### config.mk
export PLATFORM = sky130hd
export DESIGN_NAME = fetch_unit
export DESIGN_NICKNAME = d
export VERILOG_FILES = /design/src/rtl/fetch_pkg.sv /design/src/rtl/fetch_fifo.sv /design/src/rtl/fetch_unit.sv
export SDC_FILE = /design/constraint.sdc
export NUM_CORES = 1
export LEC_CHECK = 0
export BUFFER_PORTS_ARGS = -buffer_cell sky130_fd_sc_hd__buf_2
export CAP_MARGIN = 20
export CORE_MARGIN = 4
export CORE_UTILIZATION = 30
export CTS_CLUSTER_DIAMETER = 60
export DETAILED_ROUTE_END_ITERATION = 7
export SYNTH_ARGS = -nofsm -noshare
export SYNTH_HDL_FRONTEND = slang
export SYNTH_SLANG_ARGS = --single-unit
export TNS_END_PERCENT = 30
### constraint.sdc
create_clock -name clk -period 2.6 [get_ports clk]
set_clock_uncertainty 0.1 [all_clocks]
set_input_delay 0.39 -clock clk [delete_from_list [all_inputs] [get_ports clk]]
set_output_delay 0.39 -clock clk [all_outputs]
set_load 0.005 [all_outputs]
### src/rtl/fetch_pkg.sv
// Shared types and constants for the instruction fetch unit.
package fetch_pkg;

    typedef enum logic [1:0] {
        BOOT,
        RUN,
        HALTED
    } fetch_state_t;

    localparam int unsigned INSTR_BYTES      = 4;
    localparam logic [31:0] DEFAULT_RESET_PC = 32'h0000_0000;

endpackage

### src/rtl/fetch_fifo.sv
// Two-entry instruction buffer with synchronous flush; flush overrides push and pop.
module fetch_fifo #(
    parameter int unsigned Width = 64
) (
    input  logic             clk,
    input  logic             rst_n,
    input  logic             push,
    input  logic             pop,
    input  logic             flush,
    input  logic [Width-1:0] wdata,
    output logic [Width-1:0] rdata,
    output logic             full,
    output logic             empty
);

    logic [Width-1:0] mem_q [2];
    logic [Width-1:0] mem_d [2];
    logic             wr_ptr_q, wr_ptr_d;
    logic             rd_ptr_q, rd_ptr_d;
    logic [1:0]       count_q, count_d;
    logic             do_push, do_pop;

    assign full  = (count_q == 2'd2);
    assign empty = (count_q == 2'd0);
    assign rdata = mem_q[rd_ptr_q];

    // A push into a full buffer is legal when the head leaves in the same cycle.
    assign do_pop  = pop & ~empty;
    assign do_push = push & (~full | do_pop);

    always_comb begin
        mem_d    = mem_q;
        wr_ptr_d = wr_ptr_q;
        rd_ptr_d = rd_ptr_q;
        count_d  = count_q;
        if (flush) begin
            wr_ptr_d = 1'b0;
            rd_ptr_d = 1'b0;
            count_d  = 2'd0;
        end else begin
            if (do_push) begin
                mem_d[wr_ptr_q] = wdata;
                wr_ptr_d        = ~wr_ptr_q;
            end
            if (do_pop) begin
                rd_ptr_d = ~rd_ptr_q;
            end
            count_d = count_q + {1'b0, do_push} - {1'b0, do_pop};
        end
    end

    always_ff @(posedge clk or negedge rst_n) begin
        if (!rst_n) begin
            for (int i = 0; i < 2; i++) begin
                mem_q[i] <= '0;
            end
            wr_ptr_q <= 1'b0;
            rd_ptr_q <= 1'b0;
            count_q  <= 2'd0;
        end else begin
            mem_q    <= mem_d;
            wr_ptr_q <= wr_ptr_d;
            rd_ptr_q <= rd_ptr_d;
            count_q  <= count_d;
        end
    end

endmodule

### src/rtl/fetch_unit.sv
// Sequential instruction fetcher: drives A from fetch_pc, buffers {RD, pc} in a 2-entry FIFO,
// supports halt and redirect with flush.
module fetch_unit
    import fetch_pkg::*;
#(
    parameter int unsigned              ADDRESS_WIDTH = 32,
    parameter int unsigned              DATA_WIDTH    = 32,
    parameter logic [ADDRESS_WIDTH-1:0] RESET_PC      = ADDRESS_WIDTH'(DEFAULT_RESET_PC)
) (
    input  logic                     clk,
    input  logic                     rst_n,
    output logic [ADDRESS_WIDTH-1:0] A,
    input  logic [DATA_WIDTH-1:0]    RD,
    input  logic                     halt,
    input  logic                     redirect_valid,
    input  logic [ADDRESS_WIDTH-1:0] redirect_pc,
    output logic                     out_valid,
    input  logic                     out_ready,
    output logic [DATA_WIDTH-1:0]    out_instr,
    output logic [ADDRESS_WIDTH-1:0] out_pc
);

    localparam int unsigned EntryWidth = DATA_WIDTH + ADDRESS_WIDTH;

    fetch_state_t             state_q, state_d;
    logic [ADDRESS_WIDTH-1:0] fetch_pc_q, fetch_pc_d;
    logic                     push, pop;
    logic                     fifo_full, fifo_empty;
    logic [EntryWidth-1:0]    head;
    logic                     unused_redirect_bits;

    assign unused_redirect_bits = ^redirect_pc[1:0];

    assign A         = fetch_pc_q;
    assign out_valid = ~fifo_empty;
    assign out_instr = head[ADDRESS_WIDTH +: DATA_WIDTH];
    assign out_pc    = head[ADDRESS_WIDTH-1:0];
    assign pop       = out_valid & out_ready;

    always_comb begin
        push       = 1'b0;
        state_d    = state_q;
        fetch_pc_d = fetch_pc_q;
        if (redirect_valid) begin
            // Redirect wins over everything; only BOOT is forced onward.
            fetch_pc_d = {redirect_pc[ADDRESS_WIDTH-1:2], 2'b00};
            if (state_q == BOOT) begin
                state_d = RUN;
            end
        end else begin
            unique case (state_q)
                BOOT: state_d = RUN;
                RUN: begin
                    if (halt) begin
                        state_d = HALTED;
                    end else if (!fifo_full || pop) begin
                        push       = 1'b1;
                        fetch_pc_d = fetch_pc_q + ADDRESS_WIDTH'(INSTR_BYTES);
                    end
                end
                HALTED: begin
                    if (!halt) begin
                        state_d = RUN;
                    end
                end
                default: state_d = BOOT;
            endcase
        end
    end

    always_ff @(posedge clk or negedge rst_n) begin
        if (!rst_n) begin
            state_q    <= BOOT;
            fetch_pc_q <= {RESET_PC[ADDRESS_WIDTH-1:2], 2'b00};
        end else begin
            state_q    <= state_d;
            fetch_pc_q <= fetch_pc_d;
        end
    end

    fetch_fifo #(
        .Width(EntryWidth)
    ) u_fifo (
        .clk  (clk),
        .rst_n(rst_n),
        .push (push),
        .pop  (pop),
        .flush(redirect_valid),
        .wdata({RD, fetch_pc_q}),
        .rdata(head),
        .full (fifo_full),
        .empty(fifo_empty)
    );

endmodule

## Word-level counts from Yosys, hierarchy flattened

Cells that the tools add are included.

| operators by class | value |
|---|---|
| $add $sub $neg | 3 |
| $lt $le $gt $ge | 3 |
| eq/ne operators | 7 |
| mux-type cells | 24 |
| bitwise operators | 11 |
| reduce and logical (&&, ||, !) cells | 12 |

Operators with widths:

| operator | count |
|---|---|
| 64-bit 2-to-1 mux | 4 |
| 128-bit bitwise mux | 1 |
| 32-bit 2-to-1 mux | 4 |
| 64-bit demux with 1-bit select | 1 |
| 32-bit by 3-bit adder with 32-bit output (second input constant) | 1 |
| 2-bit 2-to-1 mux | 5 |
| 1-bit 2-to-1 mux | 8 |
| 2-bit nonzero test | 4 |
| 3-bit != test (second input constant) | 2 |
| 2-bit case mux with 3 select lines | 1 |
| 3-bit AND reduction | 2 |
| 1-bit inverter | 5 |
| 2-bit equality test (second input constant) | 2 |
| 2-bit greater-or-equal comparator (second input constant) | 2 |
| 2-bit logical NOT | 2 |
| 2-bit by 1-bit != test with 1-bit output (second input constant) | 2 |
| 1-bit inverter with 2-bit output | 2 |
| 1-bit bitwise AND | 3 |
| 2-bit by 1-bit adder with 2-bit output | 1 |
| 2-bit by 1-bit equality test with 1-bit output (second input constant) | 1 |
| 2-bit by 1-bit < comparator with 1-bit output (second input constant) | 1 |
| 2-bit AND reduction | 1 |
| 2-bit by 1-bit subtractor with 2-bit output | 1 |
| 1-bit logical AND | 1 |
| 3 further kinds | 3 |

| storage, ports and cells | value |
|---|---|
| bits in registers | 166 |
| input port bits | 69 |
| output and inout bits | 97 |
| word-level logic and storage cells | 67 |

## Longest topological paths before layout

| depth | value |
|---|---|
| word-level depth | 12 |
| depth in mapped cells | 8 |
| mapped depth without buffers | 7 |

## Cells and area by module

Synthesis repeated with hierarchy kept, for this count alone.

| second synthesis, totals | value |
|---|---|
| cell total of the unflattened synthesis | 610 |
| area total of the unflattened synthesis | 8059.0 µm² |

By module, submodules not included:

| module | times used | cells each | area an instance (µm²) | sequential area each (µm²) |
|---|---|---|---|---|
| fetch_fifo | 1 | 365 | 5979.5 | 3303.2 |
| fetch_unit | 1 | 245 | 2079.5 | 800.8 |

## Worst setup path before layout

Ideal clock, no wire load.

| timing path | value |
|---|---|
| path type | input-to-reg |
| from | in out_ready |
| to | reg u_fifo.mem_q[11] (netlist bit) |
| library setup time | 0.125 ns |
| arrival time | 1.860 ns |
| data required time | 2.375 ns |
| path slack | 0.514 ns |
| stages | 8 |
| buffers on the path | 4 |
| cells stage by stage | or3b_1 -> buf_2 -> and2_4 -> buf_6 -> and3_4 -> buf_6 -> buf_6 -> mux2_4 |

| on the way | value |
|---|---|
| cells in the longest elaborated chain, start to end | 8 |
| elaborated cells between the ends (all ways) | 10 |
| classes of those cells | 4 x mux; 4 x bitwise; 2 x reduce/logical |

Ends and longest elaborated chain:

| item | line | RTL |
|---|---|---|
| start, declared | fetch_unit.sv:18 | `input logic out_ready,` |
| 1-bit bitwise AND * | fetch_unit.sv:38 | `assign pop = out_valid & out_ready;` |
| 1-bit logical OR | fetch_unit.sv:56 | `end else if (!fifo_full \|\| pop) begin` |
| 1-bit 2-to-1 mux | fetch_unit.sv:56 |  |
| 1-bit 2-to-1 mux | fetch_unit.sv:54 | `if (halt) begin` |
| 1-bit 2-to-1 mux | fetch_unit.sv:51 | `unique case (state_q)` |
| 1-bit 2-to-1 mux | fetch_unit.sv:44 | `if (redirect_valid) begin` |
| 1-bit bitwise AND * | fetch_fifo.sv:29 | `assign do_push = push & (~full \| do_pop);` |
| 2-bit AND reduction (no source line) * | -- |  |
| end signal, assigned | fetch_fifo.sv:61 | `mem_q <= mem_d;` |
| end, declared | fetch_fifo.sv:16 | `logic [Width-1:0] mem_q [2];` |

Mark *: on every way between the ends. The rest lies on a longest branch, timed or not.
A chain may end at the register's enable or synchronous reset.

## Worst setup path in the final report

| timing path | value |
|---|---|
| from | reg u_fifo.rd_ptr_q |
| to | out out_pc[24] |

| on the way | value |
|---|---|
| cells in the longest elaborated chain, start to end | 4 |

Ends and longest elaborated chain:

| item | line | RTL |
|---|---|---|
| start, declared | fetch_fifo.sv:19 | `logic rd_ptr_q, rd_ptr_d;` |
| start signal, assigned | fetch_fifo.sv:63 | `rd_ptr_q <= rd_ptr_d;` |
| 1-bit inverter with 2-bit output (not written as such) | fetch_fifo.sv:25 | `assign rdata = mem_q[rd_ptr_q];` |
| 64-bit 2-to-1 mux (not written as such) (3 in series) | fetch_fifo.sv:25 |  |
| end, declared | fetch_unit.sv:20 | `output logic [ADDRESS_WIDTH-1:0] out_pc` |

No other way between the ends. The select of a mux whose other input is x is not followed.

==> results.cfg <==
[logic_synthesis]
synth_async_sr_flop_share = 1.00
cell_with_the_most_instances_after_synthesis = dfrtp_1
synth_flop_cell = dfrtp_1
post_synthesis_sequential_area_ratio = 0.512
synth_enable_flop_cells = 0
synth.cell_area_sq_um = 7810
synth_largest_area_cell = dfrtp_1
synth.yosys.warnings = 0
ys_ff_latch = 160
synth_area_leaders = dfrtp_1, mux2_2, mux2_4, a31oi_1, or4_1
syn_inst = 594
synthDominantCellAreaShare = 0.512
yosys.cell_types.count = 46
yosys-top-cells-count = dfrtp_1, mux2_2, mux2_4
syn-mean-instance-area_sq_um = 13.2

[placed_design]
buffer_ports.inserted = 159
sum_of_net_half_perimeters_after_detailed_placement_mm = 13.1
detailedPlace.worstSlack_ns = 0.332
gp_routability_congestion = 0.744

[floorplan]
initial_core_util = 0.308
io-pin-count = 166
fp.dieW_microns = 169
fp.dieArea_sq_um = 28700
core-area_sq_um = 25400
chip_height_microns = 169
num_rows = 58

[pwr]
sw_frac_of_total = 0.289
clkPwrFrac = 0.246
intPower_uw = 7330
p_leak_uw = 0.00419
seq_power_share = 0.406
vdd_ir_drop_max_v = 0.000447
power.density_nw_per_um2 = 1070
comb_pwr_share = 0.348
total_power_uw = 10300
power.net_switching_uw = 2980

[timing]
setup_viol = 0
fin_ws_ns = 0.215
post_layout_minimum_cycle_time_ns = 2.39
fin_crit_sh = 0.917
finalHoldViolations = 0
max_slew_margin = 0.631
timing.final.max_slew_violations = 0
achievable-frequency_mhz = 419
final.setup.tns_ns = 0
unrepaired_setup_endpoints_after_global_routing = false
tightest_slew_ns = 0.548

[cells_and_area]
design.final.nets = 821
postLayoutCoreUtil = 0.378
area_delta_synth_final_pct = 22.9
share_of_post_route_cells_with_drive_strength_above_1 = 0.514

[critical_path]
worst-setup-path-type = reg2out
worst-endpoint-arrival_ns = 1.90
critical_path_peak_fanout = 25
ff_to_ff_path_depth = 5
setup.reg_to_reg.worst_slack_ns = 0.33
cp.required_ns = 2.11
start_kind = register
crit_path_end_kind = primary output
timing.critical_path.from = u_fifo.rd_ptr_q
start_of_the_worst_register_to_register_path = A[2]

[global_routing]
busiest_layer = met2
grt_antenna_before_repair = 2
overall_routing_resource_usage = 0.135
grt_pass1_wl_mm = 30.8
first_global_vias = 5485
met3_resource_use_gr = 0.0354
grt_max_degree = 56
grt_use_met2 = 0.209
globalRoute.totalOverflow = 0
grtUsageMet1 = 0.188

[route]
detail_route.vias_per_cell = 4.87
drtAntennaViolNets = 0
firstDrtPassIters = 4
first_iter_violations = 230
detail_route.wl_per_cell_microns = 17.6
vias = 5325
postRouteWirelength_mm = 19.3
remaining_drc_errors = 0

[clocking]
cts_setup_buffers = 0
clk-insertion-delay-late_ns = 0.43
root_buffer = clkbuf_16
tritoncts = built
cts_inserted_buffers = 17
numClockSinks = 160
cts.reportedPaths.clkPinSlew_ns = 0.07
clock_tree.htree_level_count = 4
clk_path_buf_depth = 2

[worst_hold_path]
hold-path-cell-count = 3
min-delay-path-class = in2reg
holdCritStartpoint = redirect_pc[6]

[run]
maxCapViolations = 0

[status]
outcome = finished clean
metrics by stage:
stage	instance area, sq um	std cells	hold slack [ns]
2_1_floorplan	7830	597	-0.00559
3_3_place_gp	9000	1059	0.301
3_5_place_dp	9000	1059	0.303
4_1_cts	9600	1092	0.0547
5_1_grt	9600	1093	0.0659
6_report	9600	1093	0.0782
cells by family after synthesis:
kind of cell	share of synthesized area
compound gates	0.0496
xor+xnor	0.0101
fa+ha+maj	0.00480
buf+inv	0.0344
flops	0.512
mux	0.298
other cells	0.000480
simple gates	0.0901
layout by cell type (no fill, tap or decap), types with 2 or more instances in the layout:
master	count
a22oi_1	2
a31oi_1	19
and2_1	4
and3_1	5
and4_1	4
buf_12	6
buf_2	158
buf_4	11
bufinv_16	2
clkbuf_1	4
clkbuf_16	17
clkbuf_8	3
clkinvlp_4	4
conb_1	4
dfrtp_1	159
ha_1	3
inv_1	5
mux2_1	4
mux2_2	122
mux2_4	60
nand2_1	21
nand3_1	14
nand4_1	13
nor2_1	26
nor2b_1	4
nor3_1	3
nor4_1	2
o211ai_1	2
o21ai_0	16
o31ai_1	12
or3_1	9
or4_1	15
xnor2_1	4
xor2_1	5
worst max-delay path: stages (launching register included):
cell	delay, ns
dfrtp_4	0.71
buf_4	0.28
mux2_2	0.35
buf_2	0.13
repair_timing:
item,CTS,global route
hold buffers,1,0
setup endpoints to repair,0,0
resized for setup,0,0
hold endpoints to repair,51,0
cell type report:
type	instances	area, sq um
Tap cell	330	413
Inverter	5	18.8
Clock buffer	24	482
Multi-Input combinational cell	388	3560
Clock inverter	8	104
Timing Repair Buffer	177	1010
Fill cell	2494	15800
Sequential cell	160	4010
Antenna cell	1	2.50
flip-flops by register name, indices dropped and copies added, names as in the netlist:
| register | cells |
|---|---|
| u_fifo.mem_q | 124 |
| A | 30 |
| state_q | 2 |
| u_fifo.count_q | 2 |
| u_fifo.rd_ptr_q | 1 |
| u_fifo.wr_ptr_q | 1 |
routing by layer:
metal  wire, microns  part of all wire  vias to the layer above
met5              12           0.00062                        -
met4             216             0.011                        2
met3            1080             0.056                       19
li1                -                 -                     2482
met2            8880              0.46                      133
met1            9080              0.47                     2689
path summary, 6_finish.rpt:
check,end
setup reg to reg,A[22]
max in group asynchronous,A[18]
min in group asynchronous,u_fifo.mem_q[35]
setup / recovery,out_pc[24]
hold reg to reg,u_fifo.mem_q[76]
hold / removal,A[6]
power by group through the flow:
stage	logic (uW)	registers [uW]	clock network, uW
2_1_floorplan	2510	3950	0
3_3_place_gp	3590	4180	0
3_5_place_dp	3640	4220	0
4_1_cts	3660	4190	2620
5_1_grt	3950	4330	2710
6_report	3590	4190	2530
No activity file was read; power rests on OpenSTA's default activity.
